[config.mk]
export PLATFORM = sky130hd
export DESIGN_NAME = aklc_time_entry_flat
export DESIGN_NICKNAME = d
export VERILOG_FILES = /design/src/rtl/aklc_time_entry_pkg.sv /design/src/rtl/aklc_time_entry_if.sv /design/src/rtl/aklc_time_entry_time_valid.sv /design/src/rtl/aklc_time_entry.sv /design/src/flat_wrapper.sv
export SDC_FILE = /design/constraint.sdc
export NUM_CORES = 1
export LEC_CHECK = 0
export ABC_AREA = 1
export BUFFER_PORTS_ARGS = -buffer_cell sky130_fd_sc_hd__buf_2
export CORE_MARGIN = 4
export CORE_UTILIZATION = 35
export CTS_BUF_LIST = sky130_fd_sc_hd__clkbuf_2
export DETAILED_ROUTE_END_ITERATION = 10
export SLEW_MARGIN = 20
export SYNTH_ARGS = -nofsm -noshare
export SYNTH_HDL_FRONTEND = slang
export SYNTH_SLANG_ARGS = --single-unit
[constraint.sdc]
create_clock -name clk -period 4.85 [get_ports clk]
set_clock_uncertainty 0.15 [all_clocks]
set_input_delay 0 -clock clk [delete_from_list [all_inputs] [get_ports clk]]
set_output_delay 0 -clock clk [all_outputs]
set_load 0.01 [all_outputs]
[src/rtl/aklc_time_entry_pkg.sv]
// Shared definitions for keypad time entry: FSM encoding, BCD digit
// bounds and the default entry timeout. The clock counter and alarm
// logic import the same bounds so every block agrees on a legal time.
package aklc_time_entry_pkg;

  typedef enum logic [1:0] {
    ST_IDLE  = 2'd0,
    ST_ENTRY = 2'd1,
    ST_LOAD  = 2'd2
  } state_t;

  // Entered time, oldest digit in the most significant field.
  typedef struct packed {
    logic [3:0] ms_hr;
    logic [3:0] ls_hr;
    logic [3:0] ms_min;
    logic [3:0] ls_min;
  } bcd_time_t;

  localparam logic [3:0] MAX_MS_HR      = 4'd2;  // tens of hours
  localparam logic [3:0] MAX_LS_HR_AT_2 = 4'd3;  // units of hours when tens == 2
  localparam logic [3:0] MAX_MS_MIN     = 4'd5;  // tens of minutes
  localparam logic [3:0] MAX_DIGIT      = 4'd9;  // any BCD digit

  localparam int TIMEOUT_SEC_DEF = 10;

  localparam logic [2:0] MAX_DIGIT_CNT = 3'd4;

  // True for keypad codes that are decimal digits.
  function automatic logic is_digit(input logic [3:0] k);
    return k <= MAX_DIGIT;
  endfunction

endpackage

[src/rtl/aklc_time_entry_if.sv]
// Keypad strobes in, entered time and status out.
interface aklc_time_entry_if;
  import aklc_time_entry_pkg::*;

  logic       one_second;
  logic [3:0] key;
  logic       key_valid;
  logic       time_button;
  logic       cancel;

  logic [3:0] new_current_time_ms_hr;
  logic [3:0] new_current_time_ls_hr;
  logic [3:0] new_current_time_ms_min;
  logic [3:0] new_current_time_ls_min;
  logic       load_new_c;
  logic       entry_active;
  logic       entry_error;

  // Entry block side.
  modport slave (
    input  one_second, key, key_valid, time_button, cancel,
    output new_current_time_ms_hr, new_current_time_ls_hr,
           new_current_time_ms_min, new_current_time_ls_min,
           load_new_c, entry_active, entry_error
  );

  // Keypad / controller side.
  modport master (
    output one_second, key, key_valid, time_button, cancel,
    input  new_current_time_ms_hr, new_current_time_ls_hr,
           new_current_time_ms_min, new_current_time_ls_min,
           load_new_c, entry_active, entry_error
  );

endinterface

[src/rtl/aklc_time_entry_time_valid.sv]
// Combinational check that a BCD hh:mm is a legal 24-hour time.
// Kept standalone so alarm-time entry can reuse it.
module aklc_time_entry_time_valid
  import aklc_time_entry_pkg::*;
(
  input  bcd_time_t t_in,
  output logic      valid
);

  // 00:00 .. 23:59; hour units limited only when the tens digit is 2.
  always_comb begin
    valid = (t_in.ms_hr  <= MAX_MS_HR) &&
            (t_in.ls_hr  <= MAX_DIGIT) &&
            ((t_in.ms_hr != MAX_MS_HR) || (t_in.ls_hr <= MAX_LS_HR_AT_2)) &&
            (t_in.ms_min <= MAX_MS_MIN) &&
            (t_in.ls_min <= MAX_DIGIT);
  end

endmodule

[src/rtl/aklc_time_entry.sv]
// Keypad time entry: shifts digits in, validates on time_button and
// emits a one-cycle load strobe to the clock counter. An idle keypad
// abandons the entry after TIMEOUT_SEC seconds.
module aklc_time_entry
  import aklc_time_entry_pkg::*;
#(
  parameter int TIMEOUT_SEC = TIMEOUT_SEC_DEF
) (
  input  logic               clk,
  input  logic               reset,
  aklc_time_entry_if.slave   ifc
);

  localparam int             TW       = $clog2(TIMEOUT_SEC + 1);
  localparam logic [TW-1:0]  TMO_LAST = TW'(TIMEOUT_SEC - 1);

  state_t          state;
  bcd_time_t       digits;
  logic [2:0]      cnt;
  logic [TW-1:0]   timer;
  logic            load_r;
  logic            active_r;
  logic            error_r;
  logic            time_ok;
  logic            key_dig;

  assign key_dig = ifc.key_valid && is_digit(ifc.key);

  aklc_time_entry_time_valid u_valid (
    .t_in  (digits),
    .valid (time_ok)
  );

  // Entry FSM; status outputs are registered alongside the state.
  always_ff @(posedge clk) begin
    if (!reset) begin
      state    <= ST_IDLE;
      digits   <= '0;
      cnt      <= '0;
      timer    <= '0;
      load_r   <= 1'b0;
      active_r <= 1'b0;
      error_r  <= 1'b0;
    end else begin
      load_r  <= 1'b0;
      error_r <= 1'b0;
      case (state)
        ST_IDLE: begin
          // time_button and cancel have nothing to act on here.
          if (key_dig) begin
            digits   <= {12'h000, ifc.key};
            cnt      <= 3'd1;
            timer    <= '0;
            state    <= ST_ENTRY;
            active_r <= 1'b1;
          end
        end
        ST_ENTRY: begin
          if (ifc.cancel) begin
            digits   <= '0;
            cnt      <= '0;
            timer    <= '0;
            state    <= ST_IDLE;
            active_r <= 1'b0;
          end else if (ifc.time_button && cnt != 3'd0) begin
            timer    <= '0;
            active_r <= 1'b0;
            if (time_ok) begin
              // digits stay put through LOAD and into IDLE
              state  <= ST_LOAD;
              load_r <= 1'b1;
            end else begin
              digits  <= '0;
              cnt     <= '0;
              state   <= ST_IDLE;
              error_r <= 1'b1;
            end
          end else if (key_dig) begin
            // a digit beats a timeout expiring in the same cycle
            digits <= {digits.ls_hr, digits.ms_min, digits.ls_min, ifc.key};
            cnt    <= (cnt == MAX_DIGIT_CNT) ? cnt : cnt + 3'd1;
            timer  <= '0;
          end else if (ifc.one_second) begin
            if (timer == TMO_LAST) begin
              digits   <= '0;
              cnt      <= '0;
              timer    <= '0;
              state    <= ST_IDLE;
              active_r <= 1'b0;
            end else begin
              timer <= timer + 1'b1;
            end
          end
        end
        ST_LOAD: begin
          // single strobe cycle; anything arriving now is dropped
          state <= ST_IDLE;
        end
        default: begin
          state    <= ST_IDLE;
          active_r <= 1'b0;
        end
      endcase
    end
  end

  assign ifc.new_current_time_ms_hr  = digits.ms_hr;
  assign ifc.new_current_time_ls_hr  = digits.ls_hr;
  assign ifc.new_current_time_ms_min = digits.ms_min;
  assign ifc.new_current_time_ls_min = digits.ls_min;
  assign ifc.load_new_c              = load_r;
  assign ifc.entry_active            = active_r;
  assign ifc.entry_error             = error_r;

endmodule
[src/flat_wrapper.sv]
// flat-port wrapper written by rule: the top's interface ports become plain ports
module aklc_time_entry_flat import aklc_time_entry_pkg::*;
#(
  parameter int TIMEOUT_SEC = TIMEOUT_SEC_DEF
)
  (clk, reset, ifc_one_second, ifc_key, ifc_key_valid, ifc_time_button, ifc_cancel, ifc_new_current_time_ms_hr, ifc_new_current_time_ls_hr, ifc_new_current_time_ms_min, ifc_new_current_time_ls_min, ifc_load_new_c, ifc_entry_active, ifc_entry_error);
  aklc_time_entry_if ifc_i ();
  input  logic clk;
  input  logic reset;
  input wire logic [$bits(ifc_i.one_second)-1:0] ifc_one_second;
  input wire logic [$bits(ifc_i.key)-1:0] ifc_key;
  input wire logic [$bits(ifc_i.key_valid)-1:0] ifc_key_valid;
  input wire logic [$bits(ifc_i.time_button)-1:0] ifc_time_button;
  input wire logic [$bits(ifc_i.cancel)-1:0] ifc_cancel;
  output wire logic [$bits(ifc_i.new_current_time_ms_hr)-1:0] ifc_new_current_time_ms_hr;
  output wire logic [$bits(ifc_i.new_current_time_ls_hr)-1:0] ifc_new_current_time_ls_hr;
  output wire logic [$bits(ifc_i.new_current_time_ms_min)-1:0] ifc_new_current_time_ms_min;
  output wire logic [$bits(ifc_i.new_current_time_ls_min)-1:0] ifc_new_current_time_ls_min;
  output wire logic [$bits(ifc_i.load_new_c)-1:0] ifc_load_new_c;
  output wire logic [$bits(ifc_i.entry_active)-1:0] ifc_entry_active;
  output wire logic [$bits(ifc_i.entry_error)-1:0] ifc_entry_error;
  assign ifc_i.one_second = ifc_one_second;
  assign ifc_i.key = ifc_key;
  assign ifc_i.key_valid = ifc_key_valid;
  assign ifc_i.time_button = ifc_time_button;
  assign ifc_i.cancel = ifc_cancel;
  assign ifc_new_current_time_ms_hr = ifc_i.new_current_time_ms_hr;
  assign ifc_new_current_time_ls_hr = ifc_i.new_current_time_ls_hr;
  assign ifc_new_current_time_ms_min = ifc_i.new_current_time_ms_min;
  assign ifc_new_current_time_ls_min = ifc_i.new_current_time_ls_min;
  assign ifc_load_new_c = ifc_i.load_new_c;
  assign ifc_entry_active = ifc_i.entry_active;
  assign ifc_entry_error = ifc_i.entry_error;
  aklc_time_entry #(.TIMEOUT_SEC(TIMEOUT_SEC)) u_core (.clk(clk), .reset(reset), .ifc(ifc_i));
endmodule
# [Word level (Yosys, flattened, before mapping)]
# Index checks and enable logic that the tools add are counted.
# W data, S select, Z words.
[word_totals] out_inout_bits=19 ram_bits=0 mem_bits_ro=0 wordCells=92 regBits=28 inputBits=10 latch_bits=0 memories=0
[classes] n_addsub=2 mul=0 n_shift=0 n_bitwise=4 n_div=0 reduce_logical=16 n_mux=41 magnitude_cmp=6 eq_ne=13
[op_table] cell="$mux W16" n=7
[op_table] cell="$pmux W16 S2" n=1
[op_table] cell="$mux W3" n=8
[op_table] cell="$mux W4" n=6
[op_table] cell="$mux W2" n=7
[op_table] cell="$le A4 B4 Y1 const B" n=3
[op_table] cell="$reduce_and A5 Y1" n=2
[op_table] cell="$le A4 B2 Y1 const B" n=2
[op_table] cell="$mux W1" n=8
[op_table] cell="$ne A4 B2 Y1 const B" n=2
[op_table] cell="$ne A4 B4 Y1 const B" n=2
[op_table] cell="$pmux W4 S2" n=1
[op_table] cell="$logic_and A1 B1 Y1" n=6
[op_table] cell="$pmux W3 S2" n=1
[op_table] cell="$reduce_and A6 Y1" n=1
[op_table] cell="$ne A5 B2 Y1 const B" n=1
[op_table] cell="$ne A5 B3 Y1 const B" n=1
[op_table] cell="$ne A5 B5 Y1 const B" n=1
[op_table] cell="$add A4 B1 Y4 const B" n=1
[op_table] cell="$eq A4 B4 Y1 const B" n=1
[op_table] cell="$le A4 B3 Y1 const B" n=1
[op_table] cell="$ne A4 B3 Y1 const B" n=1
[op_table] cell="$not A1 Y1" n=4
[op_table] cell="$pmux W2 S2" n=1
[op_table] cell="other kinds (13)" n=13

# [Depth between registers and ports, before layout]
[depth] depth_word=9 depth_mapped=12 ltp_nobuf=12

# [Cells and area by module]
# From an unflattened synthesis, not the netlist that was laid out.
[hier_totals] cells_unflattened=192 area_unflattened_um2=1440.1
[by_module_without_submodules] mod="aklc_time_entry" area_each_um2=1371.3 cells_each=177 seq_area_each_um2=560.5 instances=1
[by_module_without_submodules] mod="aklc_time_entry_time_valid" area_each_um2=68.8 cells_each=15 seq_area_each_um2=0.0 instances=1

# [Least setup slack after synthesis]
# OpenSTA, ideal clock, no wires.
[synth_path] path_type="reg-to-reg" startpoint="reg u_core.cnt[0]" endpoint="reg u_core.digits, in the netlist u_core.ifc.new_current_time_ls_min[0]" n_path_buf=0 path_slack_ns=3.193 arrival_time_ns=1.379 path_stages_with_launch=13 setup_time_ns=0.128 required_ns=4.572 synth_period_minus_slack_ns=1.657 cell_sequence="dfxtp_1 > inv_1 > ha_1 > nand2_1 > nand2_1 > nand3_1 > nand2_1 > nand2_4 > nand2_1 > nor2_2 > nand2_1 > nand2_1 > nor2_1"
[synth_between] elab_chain_len=5 word_cells_on_any_way=9 cone_classes="3 x eq/ne; 3 x mux; 3 x reduce/logical"
[synth_lines] element="start: declaration" line_no="aklc_time_entry.sv:19" text="logic [2:0] cnt;"
[synth_lines] element="start signal: assignment" line_no="aklc_time_entry.sv:81" text="cnt <= (cnt == MAX_DIGIT_CNT) ? cnt : cnt + 3'd1;"
[synth_lines] element="$reduce_bool A3 Y1 *" line_no="aklc_time_entry.sv:65" text="end else if (ifc.time_button && cnt != 3'd0) begin"
[synth_lines] element="$logic_and A1 B1 Y1 *" line_no="aklc_time_entry.sv:65"
[synth_lines] element="$mux W16" line_no="aklc_time_entry.sv:65"
[synth_lines] element="$mux W16" line_no="aklc_time_entry.sv:59" text="if (ifc.cancel) begin"
[synth_lines] element="$pmux W16 S2" line_no="aklc_time_entry.sv:47" text="case (state)"
[synth_lines] element="end signal: assignment" line_no="aklc_time_entry.sv:51" text="digits <= {12'h000, ifc.key};"
[synth_lines] element="end signal: assignment" line_no="aklc_time_entry.sv:80" text="digits <= {digits.ls_hr, digits.ms_min, digits.ls_min, ifc.key};"
[synth_lines] element="end: declaration" line_no="aklc_time_entry.sv:18" text="bcd_time_t digits;"
# Mark *: on every way between the ends. The rest lies on a longest branch, timed or not.
# A chain may end at the register's enable or synchronous reset.

# [Worst setup path after layout]
[layout_path] startpoint="reg u_core.cnt[0]" endpoint="reg u_core.cnt[0]"
[layout_between] elab_chain_len=6 word_cells_on_any_way=14 cone_classes="1 x add/sub; 5 x eq/ne; 5 x mux; 3 x reduce/logical"
[layout_lines] element="$add A3 B1 Y3" line_no="aklc_time_entry.sv:81"
[layout_lines] element="$mux W3" line_no="aklc_time_entry.sv:81"
[layout_lines] element="$mux W3" line_no="aklc_time_entry.sv:78" text="end else if (key_dig) begin"
[layout_lines] element="$mux W3" line_no="aklc_time_entry.sv:65"
[layout_lines] element="$mux W3" line_no="aklc_time_entry.sv:59"
[layout_lines] element="$pmux W3 S2" line_no="aklc_time_entry.sv:47"
# Parallel ways exist; a longest one is shown, timed or not. The select of a mux whose other input is x is not followed.

==> flow_metrics.tcl <==
set metrics [dict create \
    maxCapViolCount 0 \
    period_share_pct 40.0 \
    synth_top_area_cell "dfxtp_1" \
    start_util_pct 37.0 \
    grt.total_usage_pct 12.4 \
    ant_nets 0 \
    diodes 0 \
    cp-end-kind "register" \
    critPathMaxFanout 4 \
    drc 0 \
    drt_iter0_markers 76 \
    yosysTopAreaCellShare_pct 40.8 \
    fin_setup_tns_ps 0 \
    dpl.hpwl_um 2250 \
    drt-total-wl_um 3040 \
    drive_above_1_share_pct 17.4 \
    cts.sinks 28 \
    ys_warn_count 0 \
    syn-num-nets 211 \
    p_comb_share_pct 21.4 \
    internal_power_w 0.000294 \
    io_pins 29 \
    timing.hold.ws_ps 302 \
    syn_avg_cell_area_um2 6.98 \
    wl_per_cell_um 10.7 \
    netSwitchingFraction_pct 30.6 \
    hold_class "in -> reg" \
    grt_pass1_vias 1143 \
    slew_headroom_pct 65.6 \
    clkLatencyLatePin_ps 360 \
    seq_area_frac_synth_pct 40.8 \
    setup_viol 0 \
    p_sw_w 0.000130 \
    netlist_area_mm2 0.00138 \
    report.final.slew_viol_count 0 \
    die_x_um 70.7 \
    area_delta_synth_final_pct 21.5 \
    critPathMaxStageDelay_ps 550 \
    cts_setup_buffers 0 \
    synth-seq-cells 28 \
    vias_per_cell 4.57 \
    dieArea_mm2 0.00500 \
    post_cts_resized 0 \
    fp.coreArea_mm2 0.00372 \
    critPathSlowestCell "dlygate4sd3_1" \
    m1WireLength_um 1540 \
    worstSetupPathType "reg -> reg" \
    seqPwrFrac_pct 58.9 \
    p_leak_nw 0.751 \
    hold_violations 0 \
    synth.distinct_cells 27 \
    dp_cells 270 \
    n_fill_cell 416 \
    power.density_mw_per_mm2 254 \
    clk_pin_slew_ps 250 \
    synth_ff_type "dfxtp_1" \
    worstPathCellList "inv_1, ha_1, nand2_1, nand2_1, nand3_1, dlygate4sd3_1, o21ai_0, nor2_1, nor2_1" \
    grt_overflow 0 \
    cts-root-buf "clkbuf_2" \
    antenna_found_initial 0 \
    h-tree-depth 1 \
    r2r_slack_ps 2910 \
    top_layer "met4" \
    cts_tree "done" \
    worst_pin_slew_ps 513 \
    layoutNonFillerInstCount 284 \
    syn_inst 197 \
    synth_edf_count 0 \
    peakVddDrop_mv 0.133 \
    cp_data_required_time_ps 5030 \
    fin_crit_ps 1940 \
    clock_power_share_pct 19.7 \
    critPathLaunchType "register" \
    hold_buffers 10 \
    firstDrtPassIters 4 \
    io_buffer_count 28 \
    place.gp.congestion 0.897 \
    utilization_pct 44.9 \
    fmax_mhz 516 \
    grt_pass1_wl_um 5120 \
    die_y_um 70.7 \
    cts_buffer_depth 2 \
    wl_met3_um 150 \
    fin_area_mm2 0.00167 \
    final_nets 251 \
    async_reset_ff_share_pct 0 \
    crit_arrival_ps 2120 \
    outcome "complete, no violations" \
    placed_area_mm2 0.00155 \
    rows 22 \
    rsz0062_at_grt "no" \
    vias 1298 \
    grt_max_degree 20 \
    cts_buffers 3 \
    synthTopCellsByArea "dfxtp_1 (41%), nand2_1 (16%), nor2_1 (7.4%)" \
    dr_wl_met2_um 1310 \
]
layer usage:
metal / vias up / track usage [%]
met4: 0 / 3.76
met5: - / 0
li1: 710 / -
met3: 4 / 2.84
met2: 34 / 19.7
met1: 550 / 16.6
cell type report:
type                            instances  area [um^2]  area share (%)
Clock inverter                          1         3.75           0.225
Sequential cell                        28          561            33.6
Tap cell                               48         60.1            3.60
Clock buffer                            3         15.0           0.899
Multi-Input combinational cell        144          708            42.4
Timing Repair Buffer                   38          240            14.4
Inverter                               22         82.6            4.94
cell usage in the layout (no fill, tap or decap), types with 2 or more instances in the layout:
master | netlist | routed
nand2_1 | 57 | 57
buf_2 | 1 | 28
dfxtp_1 | 28 | 28
nor2_1 | 27 | 27
inv_1 | 20 | 20
a21oi_1 | 20 | 20
dlygate4sd3_1 | 0 | 10
nand3_1 | 8 | 8
o21ai_0 | 6 | 6
ha_1 | 4 | 4
nor3_1 | 3 | 3
clkbuf_2 | 0 | 3
nand3b_1 | 2 | 2
nor2_4 | 2 | 2
nand2_2 | 2 | 2
nand3_2 | 2 | 2
o21ai_1 | 2 | 2
clkinv_1 | 1 | 2
nand4_1 | 2 | 2
flip-flops by register name, summed over array words and instances, names as in the netlist:
signal                              count
u_core.ifc.new_current_time_ls_hr       4
u_core.ifc.new_current_time_ls_min      4
u_core.ifc.new_current_time_ms_hr       4
u_core.ifc.new_current_time_ms_min      4
u_core.timer                            4
u_core.cnt                              3
u_core.state                            2
u_core.ifc.entry_active                 1
u_core.ifc.entry_error                  1
u_core.ifc.load_new_c                   1
cell usage after synthesis, types with 2 or more instances:
cell / n
nand2_1: 57
dfxtp_1: 28
nor2_1: 27
a21oi_1: 20
inv_1: 20
nand3_1: 8
o21ai_0: 6
ha_1: 4
nor3_1: 3
nand2_2: 2
nand3_2: 2
nand3b_1: 2
nand4_1: 2
nor2_4: 2
o21ai_1: 2
power by group through the flow:
stage               Clock (W)  Sequential [W]  Combinational [W]
CTS                 0.0000886        0.000250          0.0000917
floorplan                   0        0.000255          0.0000621
global placement            0        0.000254          0.0000844
global route        0.0000973        0.000251           0.000104
finish              0.0000837        0.000250          0.0000909
detailed placement          0        0.000254          0.0000843
worst max-delay path, delay by kind of cell, from the launching register on:
kind | cells | cell delay, ps
buffers and inverters | 2 | 640
and+or+nand+nor | 5 | 410
DFF | 1 | 370
adders and majority gates | 1 | 190
AOI/OAI and AO/OA | 1 | 150
final timing paths:
kind / startpoint / endpoint / depth (start not counted)
worst max register to register: u_core.cnt[0] / u_core.cnt[0] / 9
worst min-delay path: reset / u_core.cnt[1] / 4
worst min register to register: u_core.ifc.entry_active / u_core.ifc.entry_active / 2
worst max-delay path: u_core.cnt[0] / u_core.cnt[0] / 9
logic make-up (layout without fill, tap and decap cells):
logic type	Yosys count	after routing	share of synthesized area [%]
adders and majority gates	4	4	3.64
DFF	28	28	40.8
AOI/OAI and AO/OA	30	30	11.3
buffers and inverters	25	64	7.73
and+or+nand+nor	109	109	35.9
xor gates and xnor gates	1	1	0.637
per-stage QoR:
step	setup slack, ps	total power [W]
global route	2750	0.000453
CTS	2890	0.000430
floorplan	3190	0.000317
global placement	3010	0.000339
finish	2910	0.000424
detailed placement	2960	0.000339
Note: power is estimated with default switching activity, not from simulation.
